File: src/rtl/ddr2_user_arbiter.sv
// ddr2_user_arbiter: round-robin arbiter from one write and one read requester onto a MIG DDR2 user interface
// Ports: clk_in/reset (sync, active-high); phy_init_done gates leaving S_INIT;
//   wr_req/wr_addr/wr_data -> wr_ack; rd_req/rd_addr -> rd_ack;
//   app_af_afull/app_wdf_afull/rd_data_valid from MIG; app_af_*/app_wdf_* to MIG;
//   rd_pending counts outstanding read bursts; busy is high outside S_IDLE.
module ddr2_user_arbiter #(
    parameter int ADDR_W     = 31,
    parameter int MAX_RD_OUT = 8
) (
    input  logic              clk_in,
    input  logic              reset,
    input  logic              phy_init_done,
    input  logic              wr_req,
    input  logic [ADDR_W-1:0] wr_addr,
    input  logic [127:0]      wr_data,
    output logic              wr_ack,
    input  logic              rd_req,
    input  logic [ADDR_W-1:0] rd_addr,
    output logic              rd_ack,
    input  logic              app_af_afull,
    input  logic              app_wdf_afull,
    input  logic              rd_data_valid,
    output logic              app_af_wren,
    output logic [2:0]        app_af_cmd,
    output logic [ADDR_W-1:0] app_af_addr,
    output logic              app_wdf_wren,
    output logic [63:0]       app_wdf_data,
    output logic [7:0]        app_wdf_mask_data,
    output logic [3:0]        rd_pending,
    output logic              busy
);
    typedef enum logic [2:0] {S_INIT, S_IDLE, S_WR1, S_WR2, S_RD} state_t;
    localparam logic [3:0] RD_MAX = 4'(MAX_RD_OUT);

    state_t            state_q, state_d;
    logic              last_q, last_d;
    logic              beat_q, beat_d;
    logic [3:0]        pend_q, pend_d;
    logic [63:0]       hi_q, hi_d;
    logic              wr_ack_q, wr_ack_d;
    logic              rd_ack_q, rd_ack_d;
    logic              af_wren_q, af_wren_d;
    logic [2:0]        af_cmd_q, af_cmd_d;
    logic [ADDR_W-1:0] af_addr_q, af_addr_d;
    logic              wdf_wren_q, wdf_wren_d;
    logic [63:0]       wdf_data_q, wdf_data_d;
    logic              busy_q, busy_d;
    logic              wr_ok, rd_ok, gnt_wr, gnt_rd, beat_in, dec;

    always_comb begin
        wr_ok      = wr_req & ~app_af_afull & ~app_wdf_afull;
        rd_ok      = rd_req & ~app_af_afull & (pend_q < RD_MAX);
        // last_q=1 means read was granted last, so write wins a tie
        gnt_wr     = (state_q == S_IDLE) & wr_ok & (~rd_ok | last_q);
        gnt_rd     = (state_q == S_IDLE) & rd_ok & ~gnt_wr;
        last_d     = gnt_wr ? 1'b0 : gnt_rd ? 1'b1 : last_q;
        hi_d       = gnt_wr ? wr_data[127:64] : hi_q;
        af_wren_d  = gnt_wr | gnt_rd;
        af_cmd_d   = {2'b00, gnt_rd};
        af_addr_d  = gnt_wr ? wr_addr : gnt_rd ? rd_addr : af_addr_q;
        wdf_wren_d = gnt_wr | (state_q == S_WR1);
        wdf_data_d = gnt_wr ? wr_data[63:0] : (state_q == S_WR1) ? hi_q : wdf_data_q;
        wr_ack_d   = gnt_wr;
        rd_ack_d   = gnt_rd;
        // beats arriving with nothing outstanding are stray and must not disturb pairing
        beat_in    = rd_data_valid & (pend_q != 4'd0);
        dec        = beat_in & beat_q;
        beat_d     = beat_in ? ~beat_q : beat_q;
        pend_d     = pend_q + {3'b000, gnt_rd} - {3'b000, dec};
        state_d    = state_q;
        case (state_q)
            S_INIT:  state_d = phy_init_done ? S_IDLE : S_INIT;
            S_IDLE:  state_d = gnt_wr ? S_WR1 : gnt_rd ? S_RD : S_IDLE;
            S_WR1:   state_d = S_WR2;
            S_WR2:   state_d = S_IDLE;
            S_RD:    state_d = S_IDLE;
            default: state_d = S_INIT;
        endcase
        busy_d     = (state_d != S_IDLE);
    end

    always_ff @(posedge clk_in) begin
        if (reset) begin
            state_q    <= S_INIT;
            last_q     <= 1'b1;
            beat_q     <= 1'b0;
            pend_q     <= 4'd0;
            hi_q       <= 64'd0;
            wr_ack_q   <= 1'b0;
            rd_ack_q   <= 1'b0;
            af_wren_q  <= 1'b0;
            af_cmd_q   <= 3'd0;
            af_addr_q  <= '0;
            wdf_wren_q <= 1'b0;
            wdf_data_q <= 64'd0;
            busy_q     <= 1'b0;
        end else begin
            state_q    <= state_d;
            last_q     <= last_d;
            beat_q     <= beat_d;
            pend_q     <= pend_d;
            hi_q       <= hi_d;
            wr_ack_q   <= wr_ack_d;
            rd_ack_q   <= rd_ack_d;
            af_wren_q  <= af_wren_d;
            af_cmd_q   <= af_cmd_d;
            af_addr_q  <= af_addr_d;
            wdf_wren_q <= wdf_wren_d;
            wdf_data_q <= wdf_data_d;
            busy_q     <= busy_d;
        end
    end

    assign wr_ack            = wr_ack_q;
    assign rd_ack            = rd_ack_q;
    assign app_af_wren       = af_wren_q;
    assign app_af_cmd        = af_cmd_q;
    assign app_af_addr       = af_addr_q;
    assign app_wdf_wren      = wdf_wren_q;
    assign app_wdf_data      = wdf_data_q;
    assign app_wdf_mask_data = 8'd0;
    assign rd_pending        = pend_q;
    assign busy              = busy_q;
endmodule

File: config.mk
export PLATFORM = sky130hd
export DESIGN_NAME = ddr2_user_arbiter
export DESIGN_NICKNAME = d
export VERILOG_FILES = /design/src/rtl/ddr2_user_arbiter.sv
export SDC_FILE = /design/constraint.sdc
export NUM_CORES = 1
export LEC_CHECK = 0
export ABC_AREA = 0
export CORE_ASPECT_RATIO = 0.5
export CORE_MARGIN = 3
export CORE_UTILIZATION = 38
export CTS_CLUSTER_SIZE = 25
export DETAILED_ROUTE_END_ITERATION = 16
export PLACE_DENSITY = 0.85
export SYNTH_ARGS = -nofsm -noshare
export SYNTH_HDL_FRONTEND = slang
export SYNTH_SLANG_ARGS = --single-unit
File: constraint.sdc
create_clock -name clk_in -period 2.5 [get_ports clk_in]
set_input_delay 0.375 -clock clk_in [delete_from_list [all_inputs] [get_ports clk_in]]
set_output_delay 0.375 -clock clk_in [all_outputs]
set_load 0.01 [all_outputs]
======== Word level (Yosys, flattened, before mapping) ========
Cells that the tools add are included.
storage, ports and cells
  input port bits ......................... 198
  register bits ........................... 175
  output and inout bits ................... 115
  logic and storage cells ................. 54
operators by class
  reductions and logical operators ........ 5
  equality and inequality tests ........... 5
  add/sub/neg operators ................... 2
  muxes and demuxes ....................... 10
  $lt $le $gt $ge ......................... 1
  bitwise gates (word level) .............. 18
operators with widths
  kind                                                                      number
  64-bit 2-to-1 mux                                                         2
  31-bit 2-to-1 mux                                                         2
  3-bit case mux with 4 select lines                                        1
  1-bit bitwise AND                                                         10
  3-bit by 2-bit equality test with 1-bit output (second input constant)    2
  3-bit 2-to-1 mux                                                          2
  1-bit inverter                                                            5
  4-bit by 1-bit adder with 4-bit output                                    1
  4-bit less-than comparator (second input constant)                        1
  2-bit nonzero test                                                        2
  4-bit nonzero test                                                        1
  4-bit by 1-bit subtractor with 4-bit output                               1
  3-bit by 1-bit equality test with 1-bit output (second input constant)    1
  3-bit equality test (second input constant)                               1
  3-bit zero test                                                           1
  1-bit 2-to-1 mux                                                          3
  3-bit by 1-bit inequality test with 1-bit output (second input constant)  1
  1-bit bitwise OR                                                          3
  2-bit OR reduction                                                        1

======== Depth between registers and ports, before layout ========
Gate-level depths: netlist of run 1.
  word-level depth ........................ 12
  gate-level depth with buffers ........... 12
  mapped depth without buffers ............ 11

======== Worst setup path after synthesis of run 1 ========
Ideal clock, no wire load.
  path kind ............................... input-to-reg
  start ................................... input port app_af_afull
  end ..................................... register pend_q[2] (netlist: rd_pending[2])
  stages .................................. 12
  library setup time ...................... 128 ps
  buffers on the path ..................... 2
  required time ........................... 2,372 ps
  path slack .............................. -61 ps
  arrival ................................. 2,433 ps
  cells stage by stage .................... or4b_4 > nand3_2 > buf_6 > buf_4 > nand2_1 > ha_1 > inv_1 > ha_1 > inv_1 > fa_1 > xor2_1 > nor2_1
on the way
  cells in the longest elaborated chain, start to end .. 10
  elaborated cells between the ends (all ways) .. 14
  those cells by class .................... 2 x add/sub; 12 x bitwise
RTL lines
  what                                           RTL line  text
  start, declared                                20        input logic app_af_afull,
  1-bit inverter *                               51, 52
  1-bit bitwise AND (2 in a row)                 52        rd_ok = rd_req & ~app_af_afull & (pend_q < RD_MAX);
  1-bit inverter                                 54        gnt_wr = (state_q == S_IDLE) & wr_ok & (~rd_ok | last_q);
  1-bit bitwise OR                               54
  1-bit bitwise AND                              54
  1-bit inverter                                 55        gnt_rd = (state_q == S_IDLE) & rd_ok & ~gnt_wr;
  1-bit bitwise AND *                            55
  4-bit by 1-bit adder with 4-bit output *       69        pend_d = pend_q + {3'b000, gnt_rd} - {3'b000, dec};
  4-bit by 1-bit subtractor with 4-bit output *  69
  end signal, assigned                           101       pend_q <= pend_d;
  end, declared                                  38        logic [3:0] pend_q, pend_d;
Mark *: on every way between the ends. The rest lies on a longest branch, timed or not.
A chain may end at the register's enable or synchronous reset.

======== Worst setup path after layout of run 1 ========
  start ................................... input port rd_req
  end ..................................... register pend_q[1] (netlist: rd_pending[1])
on the way
  cells in the longest elaborated chain, start to end .. 9
  elaborated cells between the ends (all ways) .. 10
  those cells by class .................... 2 x add/sub; 8 x bitwise
RTL lines
  what                                           RTL line  text
  start, declared                                17        input logic rd_req,
  1-bit bitwise AND * (2 in a row)               52
  1-bit inverter                                 54
  1-bit bitwise OR                               54
  1-bit bitwise AND                              54
  1-bit inverter                                 55
  1-bit bitwise AND *                            55
  4-bit by 1-bit adder with 4-bit output *       69
  4-bit by 1-bit subtractor with 4-bit output *  69
Marks and branches as above.

==> results of run 1 <==
[registers in the layout (all words and copies together), names as in the netlist]
name	flops
beat_q	1
app_wdf_data	64
busy	1
rd_pending	4
state_q	3
app_wdf_wren	1
hi_q	64
wr_ack	1
app_af_cmd	1
last_q	1
app_af_addr	31
app_af_wren	1
[cell type report]
| type | count | share of cell area (%) |
|---|---|---|
| tap | 234 | 2.69 |
| clock inverter | 13 | 1.32 |
| multi-input combinational | 503 | 30.0 |
| clock buffer | 19 | 4.17 |
| sequential | 173 | 31.9 |
| inverter | 7 | 0.242 |
| timing repair buffer | 322 | 29.7 |
[power groups by stage]
stage / logic, W / registers, W / clock network (W)
floorplan: 0.000375 / 0.00302 / 0
global placement: 0.000941 / 0.00299 / 0
detailed placement: 0.000963 / 0.00299 / 0
CTS: 0.000967 / 0.00293 / 0.00274
global route: 0.00105 / 0.00295 / 0.00287
finish: 0.000975 / 0.00293 / 0.00269
[worst paths after layout]
path / startpoint / slack, ps / cells past startpoint / to
setup / recovery: rd_req / 120 / 10 / rd_pending[1]
hold / removal: hi_q[6] / 460 / 2 / hi_q[6]
setup reg to reg: rd_pending[2] / 140 / 10 / rd_pending[1]
hold reg to reg: hi_q[6] / 460 / 2 / hi_q[6]
[worst reg2reg max path, cell delays in order (launching register included)]
cell	delay (ps)
dfxtp_1	320
inv_1	80
ha_1	150
or3b_4	380
and3_1	190
ha_1	260
inv_1	70
ha_2	180
inv_1	60
fa_2	520
nor2_1	40
[cell families after synthesis]
group / after synthesis / share of synthesized area, %
muxes: 95 / 13.4
buffers and inverters: 79 / 6.27
other: 1 / 0.0528
and+or+nand+nor: 223 / 13.0
xor gates and xnor gates: 3 / 0.370
adders and majority gates: 6 / 1.16
AOI/OAI and AO/OA: 166 / 17.0
DFF: 173 / 48.8
[metrics by stage]
step	total power [W]	util, %
2_1_floorplan	0.00339	-
3_3_place_gp	0.00393	57.5
3_5_place_dp	0.00396	57.5
4_1_cts	0.00663	60.9
5_1_grt	0.00686	61.0
6_report	0.00659	61.0
[metal layers]
| metal | up-vias | track usage, % | wire, µm |
|---|---|---|---|
| met4 | 0 | 8.74 | 854 |
| li1 | 3118 | - | - |
| met2 | 168 | 37.3 | 11100 |
| met3 | 55 | 4.47 | 923 |
| met1 | 3010 | 21.5 | 8280 |
| met5 | - | 0 | 0 |
[synthesized netlist by cell type (all sizes together) (3+ instances only)]
cell	n	area, µm²
inv	7	26.3
nor2	74	278
nand2b	3	18.8
a211oi	64	576
ha	5	62.6
o2bb2ai	31	272
and3	3	18.8
a21oi	68	340
dfxtp	173	3460
nor2b	3	18.8
mux2i	95	951
buf	49	333
clkbuf	23	86.3
nand2	131	492
==> results.json, run 1 <==
{
  "status": "finished, final reports clean",
  "internal_power_w": 0.00493,
  "max_stage_delay_ps": 520,
  "ctsHoldBuffers": 0,
  "root_buffer": "clkbuf_16",
  "hp-class": "register to register",
  "slew_violations": 0,
  "path_cells": "clkdlybuf4s50_1, or4b_4, nand3_4, nand2_2, ha_1, inv_1, ha_2, inv_1, fa_2, nor2_1",
  "syn_area_um2": 7100,
  "cts_tree": "done",
  "globalRouteTotalUtil_pct": 19.7,
  "min_period_ps": 2380,
  "post_cts_resized": 0,
  "dp_cells": 1239,
  "period_share_pct": 95.2,
  "seqCellArea_um2": 3460,
  "slew_headroom_pct": 56.0,
  "layout_common_cells": "clkdlybuf4s50_1 (301), dfxtp_1 (172), nand2_1 (130)",
  "synth_edf_count": 0,
  "cts_sinks": 173,
  "die_area_um2": 20500,
  "pre_cts_ws_ps": -336,
  "fin_skew_ps": 12.7,
  "wl_per_cell_um": 16.7,
  "post-cts-setup-buffers": 0,
  "grt_pass1_vias": 6436,
  "end_kind": "register",
  "ys_seq_area_share_pct": 48.8,
  "cp.arrival_ps": 2670,
  "place_area_um2": 10300,
  "drtAntennaViolNets": 0,
  "core_um2": 17800,
  "pwr-share-seq_pct": 44.5,
  "setup_viol": 0,
  "wirelength_mm": 21.2,
  "ir_drop_uv": 502,
  "grt_max_degree": 142,
  "port_buffers": 302,
  "worstSetupStartpointType": "input port",
  "fin_cells": 1271,
  "num_vias": 6351,
  "die_height_um": 103,
  "crit_path_frequent_cell": "inv_1",
  "ys.flop_type": "dfxtp_1",
  "criticalPathCategory": "input port to register",
  "worst_slew_pin_slew_ps": 660,
  "hold_ws_ps": 456,
  "switching_share_pct": 25.2,
  "cts_buffers": 17,
  "rows": 34,
  "finalHoldViolCount": 0,
  "yosys_warnings": 0,
  "avgSynthCellArea_um2": 9.52,
  "antenna_found_initial": 0,
  "powerDensity_nw_per_um2": 607,
  "pwr-share-clk_pct": 40.7,
  "clk_pin_slew_ps": 80,
  "die_w_um": 199,
  "drc": 0,
  "syn_inst": 746,
  "fillCellCount": 1471,
  "crit_required_ps": 2790,
  "comb_power_share_pct": 14.8,
  "synth-async-reset-ratio_pct": 0,
  "avgViaCountPerCell": 5.00,
  "finalSetupTns_ps": 0,
  "grt_pass1_wl_mm": 32.1,
  "grt_overflow": 0,
  "worstPathMaxFanout": 3,
  "max-cap-violations": 0,
  "yosysUniqueCellTypes": 32,
  "fmax_mhz": 420,
  "gp_congestion": 0.779,
  "cts_buffer_depth": 2,
  "drt_iter0_markers": 255,
  "htreeDepth": 4,
  "drive_gt1_share_pct": 8.10,
  "fin_area_um2": 10900,
  "rsz0062_at_grt": "no",
  "leakagePower_nw": 3.74,
  "critPathSlowestCell": "fa_2",
  "initial_core_util_pct": 39.8,
  "setup_slack_ps": 121,
  "crit_family": "adder cells",
  "area_growth_pct": 53.0,
  "p_sw_w": 0.00166,
  "dr.pass1.iters": 5,
  "ys_ff_latch": 173,
  "final_common_cell": "clkdlybuf4s50_1",
  "dp_hpwl_mm": 15.4,
  "pin_count": 313,
  "critPathBufInv": 3,
  "finalNetCount": 1228,
  "diodes": 0,
  "clock_latency_ps": 420,
  "multi_input_area_um2": 3260
}
Power figures use the tool's default switching activity.
==> run 2, diff against run 1 <==
ABC_AREA = 1   (was 0)
==> run 2 against run 1 <==
Combinational power about the same; cell count rose by 19%; register-to-register slack improved by 230 ps; via count is 18% higher; critical endpoint is now rd_pending[2]; largest cell class unchanged.
==> results.json, run 2 <==
{
  "powerDensity_nw_per_um2": 609,
  "grt_pass1_vias": 7266,
  "drc": 0,
  "wl_per_cell_um": 15.8,
  "avgSynthCellArea_um2": 7.13,
  "pin_count": 313,
  "rr_endpoint": "rd_pending[2]",
  "avgViaCountPerCell": 4.95,
  "fin_skew_ps": 15.5,
  "root_buffer": "clkbuf_16",
  "end_kind": "register",
  "cts_buffers": 17,
  "rows": 34,
  "globalRouteTotalUtil_pct": 22.7,
  "hold_path_depth": 2,
  "max-cap-violations": 0,
  "drive_gt1_share_pct": 4.99,
  "status": "finished, final reports clean",
  "comb_power_share_pct": 15.1,
  "ys_ff_latch": 173,
  "layout_common_cells": "nand2_1 (306), clkdlybuf4s50_1 (301), dfxtp_1 (173)",
  "min_from": "reset",
  "dp_hpwl_mm": 17.6,
  "grt_max_degree": 78,
  "syn_area_um2": 7080,
  "drt_iter0_markers": 337,
  "gp_congestion": 0.886,
  "final_common_cell": "nand2_1",
  "ys_seq_area_share_pct": 48.9,
  "pwr-share-clk_pct": 40.5,
  "diodes": 0,
  "yosysUniqueCellTypes": 31,
  "ctsHoldBuffers": 0,
  "synth_top_area_share_pct": 48.9,
  "period_share_pct": 85.1,
  "post-synth-top-count-cell": "nand2_1",
  "initial_core_util_pct": 39.7,
  "place_area_um2": 10300,
  "syn_inst": 994,
  "cts_buffer_depth": 2,
  "fmax_mhz": 470,
  "dr.pass1.iters": 5,
  "r2r-start": "rd_pending[3]",
  "fin_area_um2": 10900,
  "reg2regPathDepth": 11,
  "criticalPathCategory": "register to register",
  "num_vias": 7512,
  "yosys_warnings": 0,
  "synth_edf_count": 0,
  "slew_headroom_pct": 47.6,
  "yosysTopAreaCell": "dfxtp_1",
  "grt_overflow": 0,
  "pwr-share-seq_pct": 44.3,
  "die_w_um": 199,
  "finalHoldViolCount": 0,
  "fillCellCount": 1532,
  "clock_latency_ps": 410,
  "rsz0062_at_grt": "no",
  "drtAntennaViolNets": 0,
  "totalPowerFinal_w": 0.00664,
  "clk_pin_slew_ps": 70,
  "synthTopCellsByCount": "nand2_1 (306), dfxtp_1 (173), o21ai_0 (113)",
  "hp-class": "input port to register",
  "post_cts_resized": 0,
  "grt_pass1_wl_mm": 36.8,
  "cts_sinks": 173,
  "setup_viol": 0,
  "die_height_um": 103,
  "finalNetCount": 1474,
  "slew_violations": 0,
  "p_sw_w": 0.00170,
  "area_growth_pct": 53.8,
  "htreeDepth": 4,
  "crit_required_ps": 2790,
  "leakagePower_nw": 4.76,
  "internal_power_w": 0.00494,
  "hold_end": "rd_pending[1]",
  "worst_slew_pin_slew_ps": 784,
  "regToRegSetupSlack_ps": 370,
  "cp.arrival_ps": 2420,
  "synthTopCellsByArea": "dfxtp_1 (49%), nand2_1 (16%), o21ai_0 (8.0%)",
  "worstPathMaxFanout": 3,
  "post-cts-setup-buffers": 0,
  "port_buffers": 302,
  "ir_drop_uv": 444,
  "switching_share_pct": 25.6,
  "wirelength_mm": 23.9,
  "die_area_um2": 20400,
  "min_period_ps": 2130,
  "cts_tree": "done",
  "worstSetupStartpointType": "register",
  "ys.flop_type": "dfxtp_1",
  "synth-async-reset-ratio_pct": 0,
  "core_um2": 17800,
  "finalSetupTns_ps": 0,
  "antenna_found_initial": 0
}
==> run 2: changes by cell type after synthesis, sizes merged, moves of 7 or more <==
cell     change
a211oi      -63
a21oi       -65
buf          -7
clkbuf      +11
inv         +54
mux2i       -95
nand2      +177
nand3      +100
nand4       +10
nor2        +27
o21ai      +142
o2bb2ai     -31
==> run 2: critical path: stages, from the launching register on <==
cell and delay, ps:
dfxtp_1 370, inv_1 110, ha_1 200, nand2_1 80
and3_1 180, ha_1 230, inv_1 60, ha_1 130
inv_1 60, fa_1 370, xor2_1 170, nor2_1 50
==> run 2: worst max-delay path by stage <==
| stage | from | slack [ps] | to | depth (start not counted) |
|---|---|---|---|---|
| finish | rd_pending[3] | 370 | rd_pending[2] | 11 |
| global route | state_q[2] | 210 | app_af_addr[9] | 8 |
| CTS | rd_pending[3] | 370 | rd_pending[2] | 11 |
| detailed placement | app_af_afull | -8 | app_af_addr[9] | 9 |
| global placement | app_af_afull | 50 | rd_pending[2] | 13 |
| floorplan | app_af_afull | 70 | rd_pending[2] | 13 |
==> run 2: metrics by stage <==
stage          util [%]  std cells  setup slack (ps)  hold WS, ps
4_1_cts            61.1       1517               369          306
5_1_grt            61.1       1517               208          308
6_report           61.1       1517               371          330
2_1_floorplan         -       1003              73.8          443
3_3_place_gp       57.8       1485              53.4          438
3_5_place_dp       57.8       1485             -8.24          446
==> run 2: area by class of cell <==
class                           count  area, µm²  area share [%]
Timing Repair Buffer              324       3250            29.8
Sequential cell                   173       3460            31.8
Clock inverter                     14        160            1.47
Multi-Input combinational cell    691       3070            28.1
Tap cell                          234        293            2.69
Clock buffer                       18        429            3.94
Inverter                           63        236            2.17
==> run 2: routing by layer <==
layer / up-vias / track usage (%) / wire length, µm
met4: 0 / 10.9 / 1110
met1: 3450 / 27.5 / 9750
met3: 76 / 3.95 / 1260
li1: 3704 / - / -
met5: - / 0 / 0
met2: 282 / 39.8 / 11800
==> run 2: power by group through the flow <==
stage          registers, W  logic (W)  clock network, W
2_1_floorplan       0.00303   0.000353                 0
3_3_place_gp        0.00300   0.000979                 0
3_5_place_dp        0.00300    0.00100                 0
4_1_cts             0.00294    0.00101           0.00274
5_1_grt             0.00295    0.00109           0.00286
6_report            0.00294    0.00100           0.00269
==> run 2: logic make-up after synthesis <==
family,after synthesis,synth area share (%)
AND/OR/NAND/NOR,524,30.6
flip-flops,173,48.9
AO/OA/AOI/OAI,150,10.7
buffers and inverters,139,8.50
adder cells (fa/ha/maj),6,1.17
XOR/XNOR,1,0.124
other,1,0.0529
